### config.mk
export PLATFORM = sky130hd
export DESIGN_NAME = mmio_uart_tx
export DESIGN_NICKNAME = d
export VERILOG_FILES = /design/src/rtl/mmio_uart_tx.sv
export SDC_FILE = /design/constraint.sdc
export NUM_CORES = 1
export LEC_CHECK = 0
export BUFFER_PORTS_ARGS = -buffer_cell sky130_fd_sc_hd__buf_2
export CORE_MARGIN = 1
export CORE_UTILIZATION = 35
export DETAILED_ROUTE_END_ITERATION = 6
export GPL_TIMING_DRIVEN = 0
export PLACE_DENSITY = 0.52
export SKIP_LAST_GASP = 1
export SLEW_MARGIN = 20
export SYNTH_ARGS = -nofsm -noshare
export SYNTH_HDL_FRONTEND = slang
export SYNTH_SLANG_ARGS = --single-unit
### constraint.sdc
create_clock -name clk -period 12.55 [get_ports clk]
set_input_delay 3.765 -clock clk [delete_from_list [all_inputs] [get_ports clk]]
set_output_delay 3.765 -clock clk [all_outputs]
set_load 0.01 [all_outputs]
### src/rtl/mmio_uart_tx.sv
// Memory-mapped 8N1 UART transmitter. TXDATA/STATUS/DIV window, byte FIFO, serializer FSM.
// Never back-pressures the core: a push to a full FIFO is dropped and sets a sticky overflow flag.
module mmio_uart_tx #(
  parameter logic [31:0] BASE_ADDR   = 32'h8000_0000,
  parameter int          FIFO_DEPTH  = 8,
  parameter int          DEFAULT_DIV = 16
) (
  input  logic        clk,
  input  logic        reset,
  input  logic        memwrite,
  input  logic [2:0]  memsize,
  input  logic [31:0] addr,
  input  logic [31:0] writedata,
  output logic        sel,
  output logic [31:0] readdata,
  output logic        tx
);

  localparam int PW = $clog2(FIFO_DEPTH);
  localparam int CW = $clog2(FIFO_DEPTH + 1);

  typedef enum logic [1:0] {IDLE, START, DATA, STOP} state_t;

  logic [7:0]    mem [FIFO_DEPTH];
  logic [PW-1:0] wptr;
  logic [PW-1:0] rptr;
  logic [CW-1:0] count;
  logic          overflow;
  logic [15:0]   div;
  logic [15:0]   frame_div;
  logic [15:0]   bit_cnt;
  logic [7:0]    shreg;
  logic [2:0]    bit_idx;
  state_t        state;

  logic wr_en, wr_tx, wr_status, wr_div;
  logic fifo_empty, fifo_full, bit_end, pop, push;
  logic unused;

  assign sel       = (addr[31:4] == BASE_ADDR[31:4]);
  assign wr_en     = memwrite && sel && (addr[1:0] == 2'b00);
  assign wr_tx     = wr_en && (addr[3:2] == 2'd0);
  assign wr_status = wr_en && (addr[3:2] == 2'd1);
  assign wr_div    = wr_en && (addr[3:2] == 2'd2);

  assign fifo_empty = (count == '0);
  assign fifo_full  = (count == CW'(FIFO_DEPTH));
  assign bit_end    = (bit_cnt == frame_div - 16'd1);
  // A pop frees a slot on the same edge, so a push into a full FIFO still lands then.
  assign pop  = !fifo_empty && ((state == IDLE) || ((state == STOP) && bit_end));
  assign push = wr_tx && (!fifo_full || pop);

  assign unused = ^{memsize, writedata[31:16]};

  always_ff @(posedge clk) begin
    if (push) mem[wptr] <= writedata[7:0];
  end

  always_ff @(posedge clk) begin
    if (reset) begin
      wptr     <= '0;
      rptr     <= '0;
      count    <= '0;
      overflow <= 1'b0;
    end else begin
      if (push) wptr <= wptr + 1'b1;
      if (pop)  rptr <= rptr + 1'b1;
      case ({push, pop})
        2'b10:   count <= count + 1'b1;
        2'b01:   count <= count - 1'b1;
        default: ;
      endcase
      if (wr_tx && !push)
        overflow <= 1'b1;
      else if (wr_status && writedata[2])
        overflow <= 1'b0;
    end
  end

  always_ff @(posedge clk) begin
    if (reset)
      div <= 16'(DEFAULT_DIV);
    else if (wr_div)
      div <= (writedata[15:0] == 16'd0) ? 16'd1 : writedata[15:0];
  end

  // frame_div is latched at pop so DIV writes only affect the next frame.
  always_ff @(posedge clk) begin
    if (reset) begin
      state     <= IDLE;
      tx        <= 1'b1;
      shreg     <= '0;
      frame_div <= 16'(DEFAULT_DIV);
      bit_cnt   <= '0;
      bit_idx   <= '0;
    end else begin
      case (state)
        IDLE: begin
          if (pop) begin
            shreg     <= mem[rptr];
            frame_div <= div;
            bit_cnt   <= '0;
            bit_idx   <= '0;
            tx        <= 1'b0;
            state     <= START;
          end
        end
        START: begin
          if (bit_end) begin
            bit_cnt <= '0;
            tx      <= shreg[0];
            state   <= DATA;
          end else begin
            bit_cnt <= bit_cnt + 16'd1;
          end
        end
        DATA: begin
          if (bit_end) begin
            bit_cnt <= '0;
            if (bit_idx == 3'd7) begin
              tx    <= 1'b1;
              state <= STOP;
            end else begin
              bit_idx <= bit_idx + 3'd1;
              shreg   <= shreg >> 1;
              tx      <= shreg[1];
            end
          end else begin
            bit_cnt <= bit_cnt + 16'd1;
          end
        end
        STOP: begin
          if (bit_end) begin
            bit_cnt <= '0;
            if (pop) begin
              shreg     <= mem[rptr];
              frame_div <= div;
              bit_idx   <= '0;
              tx        <= 1'b0;
              state     <= START;
            end else begin
              state <= IDLE;
            end
          end else begin
            bit_cnt <= bit_cnt + 16'd1;
          end
        end
        default: state <= IDLE;
      endcase
    end
  end

  always_comb begin
    readdata = '0;
    if (sel && (addr[1:0] == 2'b00)) begin
      case (addr[3:2])
        2'd1: begin
          readdata[0]    = fifo_full;
          readdata[1]    = fifo_empty;
          readdata[2]    = overflow;
          readdata[3]    = (state != IDLE);
          readdata[12:8] = 5'(count);
        end
        2'd2:    readdata[15:0] = div;
        default: ;
      endcase
    end
  end

endmodule

==> flow_metrics.py <==
metrics = {
    "status": {
        "run_status": "complete, no violations",
    },
    "clocking": {
        "cts-htree-levels": 4,
        "cts.sinks": 140,
        "post_cts_buffers": 0,
        "cts_tree": "done",
        "cts_buf_count": 17,
        "worstSkewPairLatency_ns": 0.42,
        "cts_root_buf": "sky130_fd_sc_hd__clkbuf_16",
        "cts_hold_buf": 0,
        "ctsResizeCount": 0,
        "cts_max_path_buffers": 2,
        "clk_pin_slew_ns": 0.06,
    },
    "synthesis": {
        "netlist_area_mm2": 0.00692,
        "synthesis.yosys.warnings": 0,
        "ys_async_sr_fraction_pct": 0,
        "syn_inst": 654,
        "number_of_flops_mapped_to_enable_cells_by_yosys": 64,
        "per_instance_average_area_after_synthesis_um2": 10.6,
        "synth_seq_cells": 140,
        "netlist-cell-type-count": 60,
        "synth_flop_cell": "sky130_fd_sc_hd__dfxtp_1",
        "synth-seq-area-share_pct": 49.7,
    },
    "worst_setup_path": {
        "criticalPathCategory": "in2out",
        "arrival_ns": 5.86,
        "kind_of_start_point_of_the_critical_path": "primary input",
        "cp-end-kind": "output port",
        "crit_path_max_fanout": 10,
        "timing.critical_path.required_ns": 8.78,
    },
    "global_route": {
        "grtUsageTotal_pct": 18.6,
        "grt_overflow_total": 0,
        "grt_antenna_before_repair": 0,
        "largest_net_degree_at_the_start_of_global_routing": 17,
        "grt_pass1_wl_mm": 28.3,
        "grt_pass1_vias": 5192,
    },
    "timing": {
        "setup_viol": 0,
        "drv_slew": 0,
        "max_slew_margin_pct": 39.9,
        "final.setup_skew_ns": 0.0139,
        "timing_hold_violations_final": 0,
        "rsz0062_at_grt": "false",
        "worstMarginPinSlew_ns": 0.898,
        "final_critical_path_setup_slack_ns": 2.92,
        "shortest_clock_period_the_worst_path_allows_after_layout_ns": 9.63,
        "fin_setup_tns_ns": 0,
        "post-route-period-util_pct": 76.7,
        "clock.fmax_ghz": 0.104,
    },
    "placement": {
        "hpwlAfterDp_mm": 13.5,
        "dp_cells": 1005,
        "detailedPlace.worstSlack_ns": 2.96,
        "io_buffers": 67,
        "gp_routability_congestion": 0.889,
    },
    "drt": {
        "wl_met2_mm": 8.82,
        "top_layer": "met4",
        "viasPerCell": 5.24,
        "antenna_violating_nets_post_route": 0,
        "num_vias": 5436,
        "drt-initial-drc-count": 339,
        "average_detailed_routed_wire_length_per_instance_um": 17.5,
        "totalWireLength_mm": 18.1,
        "drt-met1-wl_mm": 8.26,
        "final_routed_drc_violation_total": 0,
        "first_pass_drt_iterations": 5,
        "met3_wirelength_um": 825,
    },
    "die": {
        "core_mm2": 0.0194,
        "floorplan.rows": 51,
        "initial_utilization_pct": 35.7,
        "dieArea_mm2": 0.0203,
        "floorplan.die.width_um": 143,
        "die_h_um": 143,
        "io_pins": 104,
    },
    "power": {
        "netSwitchingFraction_pct": 29.6,
        "power_per_cell_area_mw_per_mm2": 164,
        "comb_power_share_pct": 23.2,
        "pwr-share-seq_pct": 37.1,
        "power_leakage_nw": 3.17,
        "intPower_mw": 0.961,
        "power_frac_clock_pct": 39.7,
        "power_switching_mw": 0.404,
        "vdd_ir_drop_max_mv": 0.115,
    },
    "final_layout": {
        "share_of_final_layout_standard_cells_stronger_than_drive_strength_1_pct": 20.1,
        "mostFrequentLayoutCell": "sky130_fd_sc_hd__nor2_1",
        "final_net_count": 846,
        "antenna_cells": 0,
        "most-common-layout-cells": "sky130_fd_sc_hd__nor2_1 (81), sky130_fd_sc_hd__dfxtp_1 (76), sky130_fd_sc_hd__buf_2 (72), sky130_fd_sc_hd__edfxtp_1 (64), sky130_fd_sc_hd__mux2i_1 (44)",
        "areaGrowthSynthToFinish_pct": 20.6,
        "fin_cells": 1037,
        "final.fill_count": 1916,
    },
    "worst_hold_path": {
        "hold_class": "reg2reg",
    },
    "flow_run": {
        "drv.max_cap_violation_count": 0,
    },
}
per-stage QoR:
step / instance area [um^2] / hold WS [ns] / power (mW) / util [%]
floorplan: 6980 / 0.444 / 0.751 / -
global placement: 7640 / 0.453 / 0.826 / 39.4
detailed placement: 7710 / 0.459 / 0.832 / 39.7
CTS: 8350 / 0.469 / 1.37 / 43.0
global route: 8350 / 0.488 / 1.43 / 43.0
finish: 8350 / 0.468 / 1.37 / 43.0
final cells by class:
| type | count | area (um^2) | area share [%] |
|---|---|---|---|
| Buffer | 49 | 267 | 3.19 |
| Clock buffer | 18 | 429 | 5.14 |
| Clock inverter | 14 | 208 | 2.49 |
| Inverter | 20 | 75.1 | 0.900 |
| Multi-Input combinational cell | 460 | 3230 | 38.7 |
| Sequential cell | 140 | 3440 | 41.3 |
| Tap cell | 265 | 332 | 3.97 |
| Timing Repair Buffer | 71 | 360 | 4.32 |
power groups by stage:
stage                     logic, mW  registers [mW]  clock network, mW
after floorplan               0.240           0.511                  0
after global placement        0.311           0.515                  0
after detailed placement      0.317           0.515                  0
after CTS                     0.318           0.506              0.551
after global routing          0.350           0.507              0.573
final                         0.317           0.506              0.542
worst max-delay path, stage by stage:
cell                       delay, ns
sky130_fd_sc_hd__buf_2          0.10
sky130_fd_sc_hd__nor4_1         0.28
sky130_fd_sc_hd__nand4_1        0.16
sky130_fd_sc_hd__nor4_1         0.54
sky130_fd_sc_hd__clkbuf_1       0.36
sky130_fd_sc_hd__nand2_1        0.27
sky130_fd_sc_hd__nor2_1         0.22
sky130_fd_sc_hd__buf_2          0.16
layer usage:
layer | global-route usage [%] | vias to the layer above
li1 | - | 2620
met2 | 31.1 | 142
met4 | 5.77 | 0
met3 | 4.19 | 18
met1 | 23.8 | 2656
met5 | 0 | -
cells in the mapped netlist (2+ instances only):
master | count | area share, %
sky130_fd_sc_hd__nor4_1 | 19 | 1.7
sky130_fd_sc_hd__and3_1 | 21 | 1.9
sky130_fd_sc_hd__nand2_1 | 33 | 1.8
sky130_fd_sc_hd__or3_1 | 7 | 0.63
sky130_fd_sc_hd__mux4_2 | 16 | 5.2
sky130_fd_sc_hd__a22oi_1 | 9 | 0.98
sky130_fd_sc_hd__buf_2 | 3 | 0.22
sky130_fd_sc_hd__o2111ai_1 | 2 | 0.25
sky130_fd_sc_hd__clkbuf_1 | 26 | 1.4
sky130_fd_sc_hd__a41oi_1 | 2 | 0.25
sky130_fd_sc_hd__nor3b_1 | 12 | 1.3
sky130_fd_sc_hd__o21a_1 | 2 | 0.22
sky130_fd_sc_hd__o21ai_1 | 2 | 0.14
sky130_fd_sc_hd__o211ai_1 | 11 | 1.2
sky130_fd_sc_hd__inv_1 | 19 | 1.0
sky130_fd_sc_hd__xor2_1 | 8 | 1.0
sky130_fd_sc_hd__a21o_1 | 2 | 0.22
sky130_fd_sc_hd__nand4_1 | 2 | 0.18
sky130_fd_sc_hd__or4_1 | 6 | 0.65
sky130_fd_sc_hd__a31oi_1 | 6 | 0.54
sky130_fd_sc_hd__buf_1 | 2 | 0.11
sky130_fd_sc_hd__a21oi_1 | 31 | 2.2
sky130_fd_sc_hd__mux2i_1 | 44 | 6.4
sky130_fd_sc_hd__a32oi_1 | 4 | 0.51
sky130_fd_sc_hd__nor4b_1 | 4 | 0.51
sky130_fd_sc_hd__nor2_1 | 81 | 4.4
sky130_fd_sc_hd__nor3_1 | 19 | 1.4
sky130_fd_sc_hd__nand2b_1 | 3 | 0.27
sky130_fd_sc_hd__or4_4 | 2 | 0.33
sky130_fd_sc_hd__dfxtp_1 | 76 | 22
sky130_fd_sc_hd__nand3_1 | 23 | 1.7
sky130_fd_sc_hd__xnor2_1 | 13 | 1.6
sky130_fd_sc_hd__buf_4 | 16 | 1.7
sky130_fd_sc_hd__ha_1 | 16 | 2.9
sky130_fd_sc_hd__edfxtp_1 | 64 | 28
sky130_fd_sc_hd__o21ai_0 | 24 | 1.7
worst paths after layout:
path / from / to / slack (ns) / cells past startpoint
setup reg to reg: frame_div[9] / mem[7][1] / 8.15 / 8
hold / removal: shreg[6] / shreg[6] / 0.47 / 2
setup / recovery: addr[6] / readdata[2] / 2.92 / 8
hold reg to reg: shreg[6] / shreg[6] / 0.47 / 2
registers in the layout (all words and copies together) (netlist names), named ones only:
signal	flops
state	2
div	16
mem	64
bit_idx	3
rptr	3
wptr	3
frame_div	16
overflow	1
tx	1
shreg	8
count	4
bit_cnt	16
cell families (layout without fill, tap and decap cells):
family	after synthesis	after routing	synth area share [%]
simple gates	237	237	17.3
other cells	1	16	0.0542
mux	62	62	11.9
xor+xnor	21	21	2.66
compound gates	107	107	10.2
buf+inv	69	172	4.93
fa+ha+maj	17	17	3.18
flops	140	140	49.7
Note: power is estimated with default switching activity, not from simulation.
